[src/rtl/cla_pipe_adder_pkg.sv]
// rtl/cla_pipe_adder_pkg.sv - shared constants for the pipelined CLA adder
package cla_pipe_adder_pkg;

   localparam int CLA_GROUP = 4;
   localparam int ALU_WIDTH = 16;

   // Number of lookahead groups for a given datapath width
   function automatic int group_count(input int width);
      return width / CLA_GROUP;
   endfunction

endpackage

[src/rtl/cla_pipe_adder_group.sv]
// rtl/cla_pipe_adder_group.sv - 4-bit carry lookahead cell (group G/P and internal carries)
module cla_group
   import cla_pipe_adder_pkg::*;
(
   input  logic [CLA_GROUP-1:0] g,
   input  logic [CLA_GROUP-1:0] p,
   input  logic                 cin,
   output logic [CLA_GROUP-1:0] c,
   output logic                 gg,
   output logic                 pg
);

   // c[i] is the carry into bit i of the group; all terms are flat lookahead
   assign c[0] = cin;
   assign c[1] = g[0] | (p[0] & cin);
   assign c[2] = g[1] | (p[1] & g[0]) | (p[1] & p[0] & cin);
   assign c[3] = g[2] | (p[2] & g[1]) | (p[2] & p[1] & g[0]) | (p[2] & p[1] & p[0] & cin);

   assign gg = g[3] | (p[3] & g[2]) | (p[3] & p[2] & g[1]) | (p[3] & p[2] & p[1] & g[0]);
   assign pg = &p;

endmodule

[src/rtl/cla_pipe_adder.sv]
// rtl/cla_pipe_adder.sv - two-stage pipelined carry-lookahead add/subtract unit
module cla_pipe_adder
   import cla_pipe_adder_pkg::*;
#(
   parameter int WIDTH = ALU_WIDTH,
   parameter int GROUP = CLA_GROUP
) (
   input  logic             CLK,
   input  logic             reset_n,
   input  logic             in_valid,
   output logic             in_ready,
   input  logic [WIDTH-1:0] a,
   input  logic [WIDTH-1:0] b,
   input  logic             sub,
   input  logic             cin,
   output logic             out_valid,
   input  logic             out_ready,
   output logic [WIDTH-1:0] s,
   output logic             cout,
   output logic             ovf,
   output logic             zero,
   output logic             neg
);

   localparam int NG = WIDTH / GROUP;

   logic             rdy_q;
   logic             s1_valid;
   logic [WIDTH-1:0] s1_g, s1_p, s1_x;
   logic [NG-1:0]    s1_gg, s1_pg;
   logic             s1_c0;

   logic [WIDTH-1:0] b_eff, g_in, p_in, x_in;
   logic             c0_in;
   logic [NG-1:0]    gg_in, pg_in;
   logic [WIDTH-1:0] unused_s1_c;
   logic [NG-1:0]    unused_s2_gg, unused_s2_pg;

   logic [NG:0]      gc;
   logic [WIDTH:0]   carry;
   logic [WIDTH-1:0] sum;
   logic             stage2_load;
   logic             accept;

   assign stage2_load = s1_valid & (~out_valid | out_ready);
   assign in_ready    = rdy_q & (~s1_valid | stage2_load);
   assign accept      = in_valid & in_ready;

   // Operand conditioning: subtraction is a + ~b + 1
   always_comb begin
      b_eff = sub ? ~b : b;
      c0_in = sub | cin;
      g_in  = a & b_eff;
      p_in  = a | b_eff;
      x_in  = a ^ b_eff;
   end

   for (genvar k = 0; k < NG; k++) begin : g_grp
      cla_group u_s1 (
         .g   (g_in[k*GROUP +: GROUP]),
         .p   (p_in[k*GROUP +: GROUP]),
         .cin (1'b0),
         .c   (unused_s1_c[k*GROUP +: GROUP]),
         .gg  (gg_in[k]),
         .pg  (pg_in[k])
      );
      cla_group u_s2 (
         .g   (s1_g[k*GROUP +: GROUP]),
         .p   (s1_p[k*GROUP +: GROUP]),
         .cin (gc[k]),
         .c   (carry[k*GROUP +: GROUP]),
         .gg  (unused_s2_gg[k]),
         .pg  (unused_s2_pg[k])
      );
   end

   // Group carries as flat sum-of-products so no carry ripples between groups
   always_comb begin
      logic term;
      logic acc;
      gc    = '0;
      term  = 1'b0;
      acc   = 1'b0;
      gc[0] = s1_c0;
      for (int k = 0; k < NG; k++) begin
         acc = 1'b0;
         for (int j = 0; j <= k; j++) begin
            term = s1_gg[j];
            for (int m = j + 1; m <= k; m++) term = term & s1_pg[m];
            acc = acc | term;
         end
         term = s1_c0;
         for (int m = 0; m <= k; m++) term = term & s1_pg[m];
         gc[k+1] = acc | term;
      end
   end

   assign carry[WIDTH] = gc[NG];
   assign sum          = s1_x ^ carry[WIDTH-1:0];

   // in_ready stays low until the first clock after reset release
   always_ff @(posedge CLK or negedge reset_n) begin
      if (!reset_n) rdy_q <= 1'b0;
      else          rdy_q <= 1'b1;
   end

   // Stage 1: capture generate/propagate terms on accept
   always_ff @(posedge CLK or negedge reset_n) begin
      if (!reset_n) begin
         s1_valid <= 1'b0;
         s1_g     <= '0;
         s1_p     <= '0;
         s1_x     <= '0;
         s1_gg    <= '0;
         s1_pg    <= '0;
         s1_c0    <= 1'b0;
      end else if (accept) begin
         s1_valid <= 1'b1;
         s1_g     <= g_in;
         s1_p     <= p_in;
         s1_x     <= x_in;
         s1_gg    <= gg_in;
         s1_pg    <= pg_in;
         s1_c0    <= c0_in;
      end else if (stage2_load) begin
         s1_valid <= 1'b0;
      end
   end

   // Stage 2: register sum and flags; hold them until consumed
   always_ff @(posedge CLK or negedge reset_n) begin
      if (!reset_n) begin
         out_valid <= 1'b0;
         s         <= '0;
         cout      <= 1'b0;
         ovf       <= 1'b0;
         zero      <= 1'b0;
         neg       <= 1'b0;
      end else if (stage2_load) begin
         out_valid <= 1'b1;
         s         <= sum;
         cout      <= carry[WIDTH];
         ovf       <= carry[WIDTH] ^ carry[WIDTH-1];
         zero      <= (sum == '0);
         neg       <= sum[WIDTH-1];
      end else if (out_ready) begin
         out_valid <= 1'b0;
      end
   end

endmodule
[config.mk]
export PLATFORM = sky130hd
export DESIGN_NAME = cla_pipe_adder
export DESIGN_NICKNAME = d
export VERILOG_FILES = /design/src/rtl/cla_pipe_adder_pkg.sv /design/src/rtl/cla_pipe_adder_group.sv /design/src/rtl/cla_pipe_adder.sv
export SDC_FILE = /design/constraint.sdc
export NUM_CORES = 1
export LEC_CHECK = 0
export ABC_CLOCK_PERIOD_IN_PS = 2900
export BUFFER_PORTS_ARGS = -buffer_cell sky130_fd_sc_hd__buf_2
export CORE_MARGIN = 2
export CORE_UTILIZATION = 47
export CTS_CLUSTER_SIZE = 24
export DETAILED_ROUTE_END_ITERATION = 10
export PLACE_DENSITY = 0.65
export SYNTH_ARGS = -nofsm -noshare
export SYNTH_HDL_FRONTEND = slang
export SYNTH_SLANG_ARGS = --single-unit
[constraint.sdc]
create_clock -name CLK -period 2.9 [get_ports CLK]
set_input_delay 0.58 -clock CLK [delete_from_list [all_inputs] [get_ports CLK]]
set_output_delay 0.58 -clock CLK [all_outputs]
set_load 0.1 [all_outputs]
# Word-level counts from Yosys, hierarchy flattened
# Index checks and enable logic that the tools add are counted.
# word_totals
elab_cells	152
inputBits	38
register_bits	78
# classes
reduce_logical	7
muxes	5
bitwise_logic	126
# op_table
operator	count
$and A1 B1 Y1	69
$or A1 B1 Y1	49
$xor A16 B16 Y16	2
$and A16 B16 Y16	1
$logic_not A16 Y1	1
$mux W16	1
$not A16 Y16	1
$or A16 B16 Y16	1
$reduce_and A4 Y1	4
$mux W1	4
$reduce_bool A2 Y1	2
$not A1 Y1	2
$xor A1 B1 Y1	1

# Logic depth before layout (Yosys ltp)
# depth
depth_word	9
mapped_depth	10

# Hierarchy
# A second synthesis with hierarchy kept.
# hier_totals
hier_cells	423
hier_area_um2	4528.1
# modules_own_cells
mod	area_per_inst_um2	seq_area_each_um2	n_inst	cells_per_inst
cla_pipe_adder	3997.6	1976.9	1	343
cla_group	66.3	0.0	8	10

# Worst setup path before layout
# OpenSTA, ideal clock, no wires.
# synth_timing
path_type	flip-flop to flip-flop
start	reg out_valid
end	reg s1_g[0]
n_path_buf	1
arrival_time_ps	2639
required_ps	2775
stages_incl_launch_ff	6
path_slack_ps	136
path_cell_list	dfrtp_1 nand3b_1 and2_1 nand2_1 clkbuf_1 mux2_2
# synth_via
elab_chain_cells	6
# synth_rtl
element	line_no	source
start: declaration	cla_pipe_adder.sv:16	output logic out_valid,
start signal: assignment	cla_pipe_adder.sv:133	out_valid <= 1'b0;
start signal: assignment	cla_pipe_adder.sv:140	out_valid <= 1'b1;
start signal: assignment	cla_pipe_adder.sv:147	out_valid <= 1'b0;
$not A1 Y1	cla_pipe_adder.sv:45	assign stage2_load = s1_valid & (~out_valid | out_ready);
$or A1 B1 Y1	cla_pipe_adder.sv:45	
$and A1 B1 Y1	cla_pipe_adder.sv:45	
$or A1 B1 Y1	cla_pipe_adder.sv:46	assign in_ready = rdy_q & (~s1_valid | stage2_load);
$and A1 B1 Y1	cla_pipe_adder.sv:46	
named net in_ready	cla_pipe_adder.sv:11	output logic in_ready,
$and A1 B1 Y1	cla_pipe_adder.sv:47	assign accept = in_valid & in_ready;
end signal: assignment	cla_pipe_adder.sv:119	s1_g <= g_in;
end: declaration	cla_pipe_adder.sv:29	logic [WIDTH-1:0] s1_g, s1_p, s1_x;
# The timed path passes the listed nets, and every way through them passes these cells.
# A chain may end at the register's enable or synchronous reset.

# Worst setup path in the final report
# layout_timing
start	reg s1_c0
end	reg zero
# layout_via
elab_chain_cells	8
elab_cells_between_ends	32
classes_between	bitwise (31); reduce/logical (1)
# layout_rtl
element	line_no	source
start: declaration	cla_pipe_adder.sv:31	logic s1_c0;
start signal: assignment	cla_pipe_adder.sv:124	s1_c0 <= c0_in;
$and A1 B1 Y1 (3 in a row)	cla_pipe_adder.sv:93	for (int m = 0; m <= k; m++) term = term & s1_pg[m];
$or A1 B1 Y1	cla_pipe_adder.sv:94	gc[k+1] = acc | term;
$and A1 B1 Y1, on equally long branches	cla_pipe_adder_group.sv:15, cla_pipe_adder_group.sv:16, cla_pipe_adder_group.sv:17	
$or A1 B1 Y1, on equally long branches	cla_pipe_adder_group.sv:15, cla_pipe_adder_group.sv:16, cla_pipe_adder_group.sv:17	
$xor A16 B16 Y16 *	cla_pipe_adder.sv:99	assign sum = s1_x ^ carry[WIDTH-1:0];
$logic_not A16 Y1 *	cla_pipe_adder.sv:144	zero <= (sum == '0);
end signal: assignment	cla_pipe_adder.sv:144	
end: declaration	cla_pipe_adder.sv:21	output logic zero,
# Every way passes the cells marked *; elsewhere a longest branch is shown, timed or not.

==> results by group <==
Status
  – Status: complete, no violations

Pwr
  – Worst VDD drop: 612 uV
  – Pwr Density: 911 nW/um2
  – P_leak: 2.27 nW
  – Power Total: 4.01 mW

STA
  – Final min period: 2.05 ns
  – Fin crit share: 70.8%
  – Slew @ Worst Pin: 0.887 ns
  – Final hold slack: 0.428 ns
  – Rel. slew slack: 40.9%
  – RSZ-0062 raised after global routing: false
  – Worst setup margin: 0.846 ns
  – Max frequency: 487 MHz
  – Aggregate negative setup slack: 0 ns
  – Skew final: 0.00852 ns
  – Max-slew violation count: 0
  – Final setup violation count: 0
  – Fin. Hold Viols: 0

Final layout
  – Number of diodes: 0
  – Share of layout cells above drive strength 1: 26.8%
  – Final cell count without fillers: 527
  – Final Cell Area: 4410 um2
  – Synthesis-to-finish area growth: 15.9%
  – Final core utilization: 56.7%
  – Final Net Count: 491

Setup path
  – CP Cell Sequence: a211o_1 -> a21o_1 -> a311o_1 -> o311a_1 -> and4_1 -> a31o_1
  – Slowest-stage cell, CP: dfrtp_1
  – Startpoint Class: flop
  – Crit path arrival time: 2.29 ns
  – Setup Crit Path Kind: reg2reg
  – Critical Path Max Stage Delay: 0.49 ns
  – Nature of the critical path endpoint: flop
  – Crit path required time: 3.13 ns
  – Worst-path fanout max: 9

Run
  – Max Cap Viol: 0

Worst hold path
  – Worst hold-check path type: in2async

Clocking
  – Hold buffers post-CTS: 0
  – Postcts setup bufs: 0
  – Clk buf depth: 2
  – Worst skew pair latency: 0.34 ns
  – CTS sink cnt: 71
  – Reg clk slew, reported paths: 0.08 ns
  – CTS resizes: 0
  – CTS Buf Count: 9
  – H-tree levels: 3
  – CTS tree: yes
  – Root buffer cell: clkbuf_8

Logic synthesis
  – Synthesized flop and latch total: 71
  – Post-synthesis cell type count: 36
  – Synth warn: 0
  – Most frequent cells after synthesis: 71 x dfrtp_1, 43 x inv_1, 37 x nand2_1, 35 x o21ai_0, 34 x mux2_2
  – Synth top area share: 46.8%
  – Count leader, synth: dfrtp_1
  – Post-synth EDFFs: 0
  – Cells after synthesis: 360
  – Sequential fraction of the synthesis area: 46.8%
  – Syn_nets: 430
  – Synth top area cells: dfrtp_1 47%, ha_1 11%, mux2_2 10%, xor2_1 5.8%, o21ai_0 4.6%
  – Post-synth top area cell: dfrtp_1
  – Async SR Flop Fraction: 100%
  – Synth Flop Type: dfrtp_1
  – Post-Syn Area: 3800 um2
  – Synthesized area per cell: 10.6 um2

Place
  – Dpl ws: 0.610 ns
  – Placed Instances: 512
  – Placer Congestion: 0.796
  – Dpl hpwl: 5.35 mm
  – I/O Buffers: 59
  – Placement Cell Area: 4210 um2

Route
  – First-pass DRT Iterations: 4
  – DRT iter0 DRCs: 61
  – Routed via count: 2611
  – Via/cell ratio: 4.95
  – Wire per inst: 13.5 um
  – DRC Markers: 0
  – Post-Route WL: 7.11 mm
  – ANT nets after route: 0

Global route
  – M1 GR Usage: 23.7%
  – Largest net degree at the start of global routing: 72
  – First-pass GRT wire length: 12.3 mm
  – M2 GR Usage: 29.6%
  – Global route overflow: 0
  – Top Usage Layer GRT: met2
  – Gr usage total: 18.0%
  – Initial antenna violation count: 0
  – Vias in the first global route: 2639
  – Met3 usage: 2.89%

Floorplanning
  – Die H: 93.9 um
  – Top Ports: 60
  – Rows: 32
  – Core region area: 7770 um2
  – Initial Util: 48.9%
  – Die X: 93.9 um
  – Die Area: 8820 um2
## final timing paths
path                       slack (ns)  cells after the start      end  startpoint
max reg2reg                      0.85                      6     zero       s1_c0
min                              0.43                      2  s1_g[1]     reset_n
max in group asynchronous        1.89                      2  s1_p[5]     reset_n
max                              0.85                      6     zero       s1_c0
min in group CLK                 0.47                      2      ovf         ovf
min reg2reg                      0.47                      2      ovf         ovf
## registers in the layout, indices dropped and copies added, names as in the netlist
name       flops
s1_g          12
s1_p          12
s1_c0          1
s             16
zero           1
s1_gg          4
out_valid      1
s1_valid       1
rdy_q          1
ovf            1
s1_pg          4
cout           1
s1_x          16
## routing by layer
layer  part of all wire (%)  wire, um
met3                    2.8       198
met4                    1.7       123
met1                     47      3350
met2                     48      3430
met5                      0         0
## worst max-delay path: cells and delay by family (launching register included)
kind / cells / cell delay (ns)
and+or+nand+nor: 1 / 0.18
AOI/OAI and AO/OA: 5 / 1.28
DFF: 1 / 0.49
## cell usage in the layout, fill, tap and decap left out, drive strengths merged, types with 2 or more instances in the layout
master	instances
ha	32
nand2	37
o21bai	8
nand3	2
and2	2
nand3b	2
buf	64
nand2b	3
inv	43
dfrtp	71
o21a	3
xor2	25
nor2	2
a21o	4
mux2	34
or4	4
o21ai	35
clkbuf	12
a21oi	17
xnor2	8
## report_power, final
group          internal [mW]  switching, mW  leakage [nW]
combinational          0.432           1.34          1.30
clock                  0.439          0.369        0.0985
sequential              1.25          0.184         0.867
## final cells by class
cell class | count | area, um2
Fill cell | 685 | 3360
Tap cell | 102 | 128
Multi-Input combinational cell | 232 | 1800
Inverter | 43 | 161
Timing Repair Buffer | 64 | 345
Clock inverter | 3 | 42.5
Sequential cell | 71 | 1780
Clock buffer | 12 | 155
## kinds of logic (layout without fill, tap and decap cells)
family	Yosys count	in the layout	synth area share, %
compound gates	74	74	11.6
flops	71	71	46.8
simple gates	57	57	7.08
buf+inv	57	122	6.03
mux	35	35	10.3
xor+xnor	33	33	7.61
fa+ha+maj	32	32	10.5
other cells	1	1	0.0987
No activity file was read; power rests on OpenSTA's default activity.
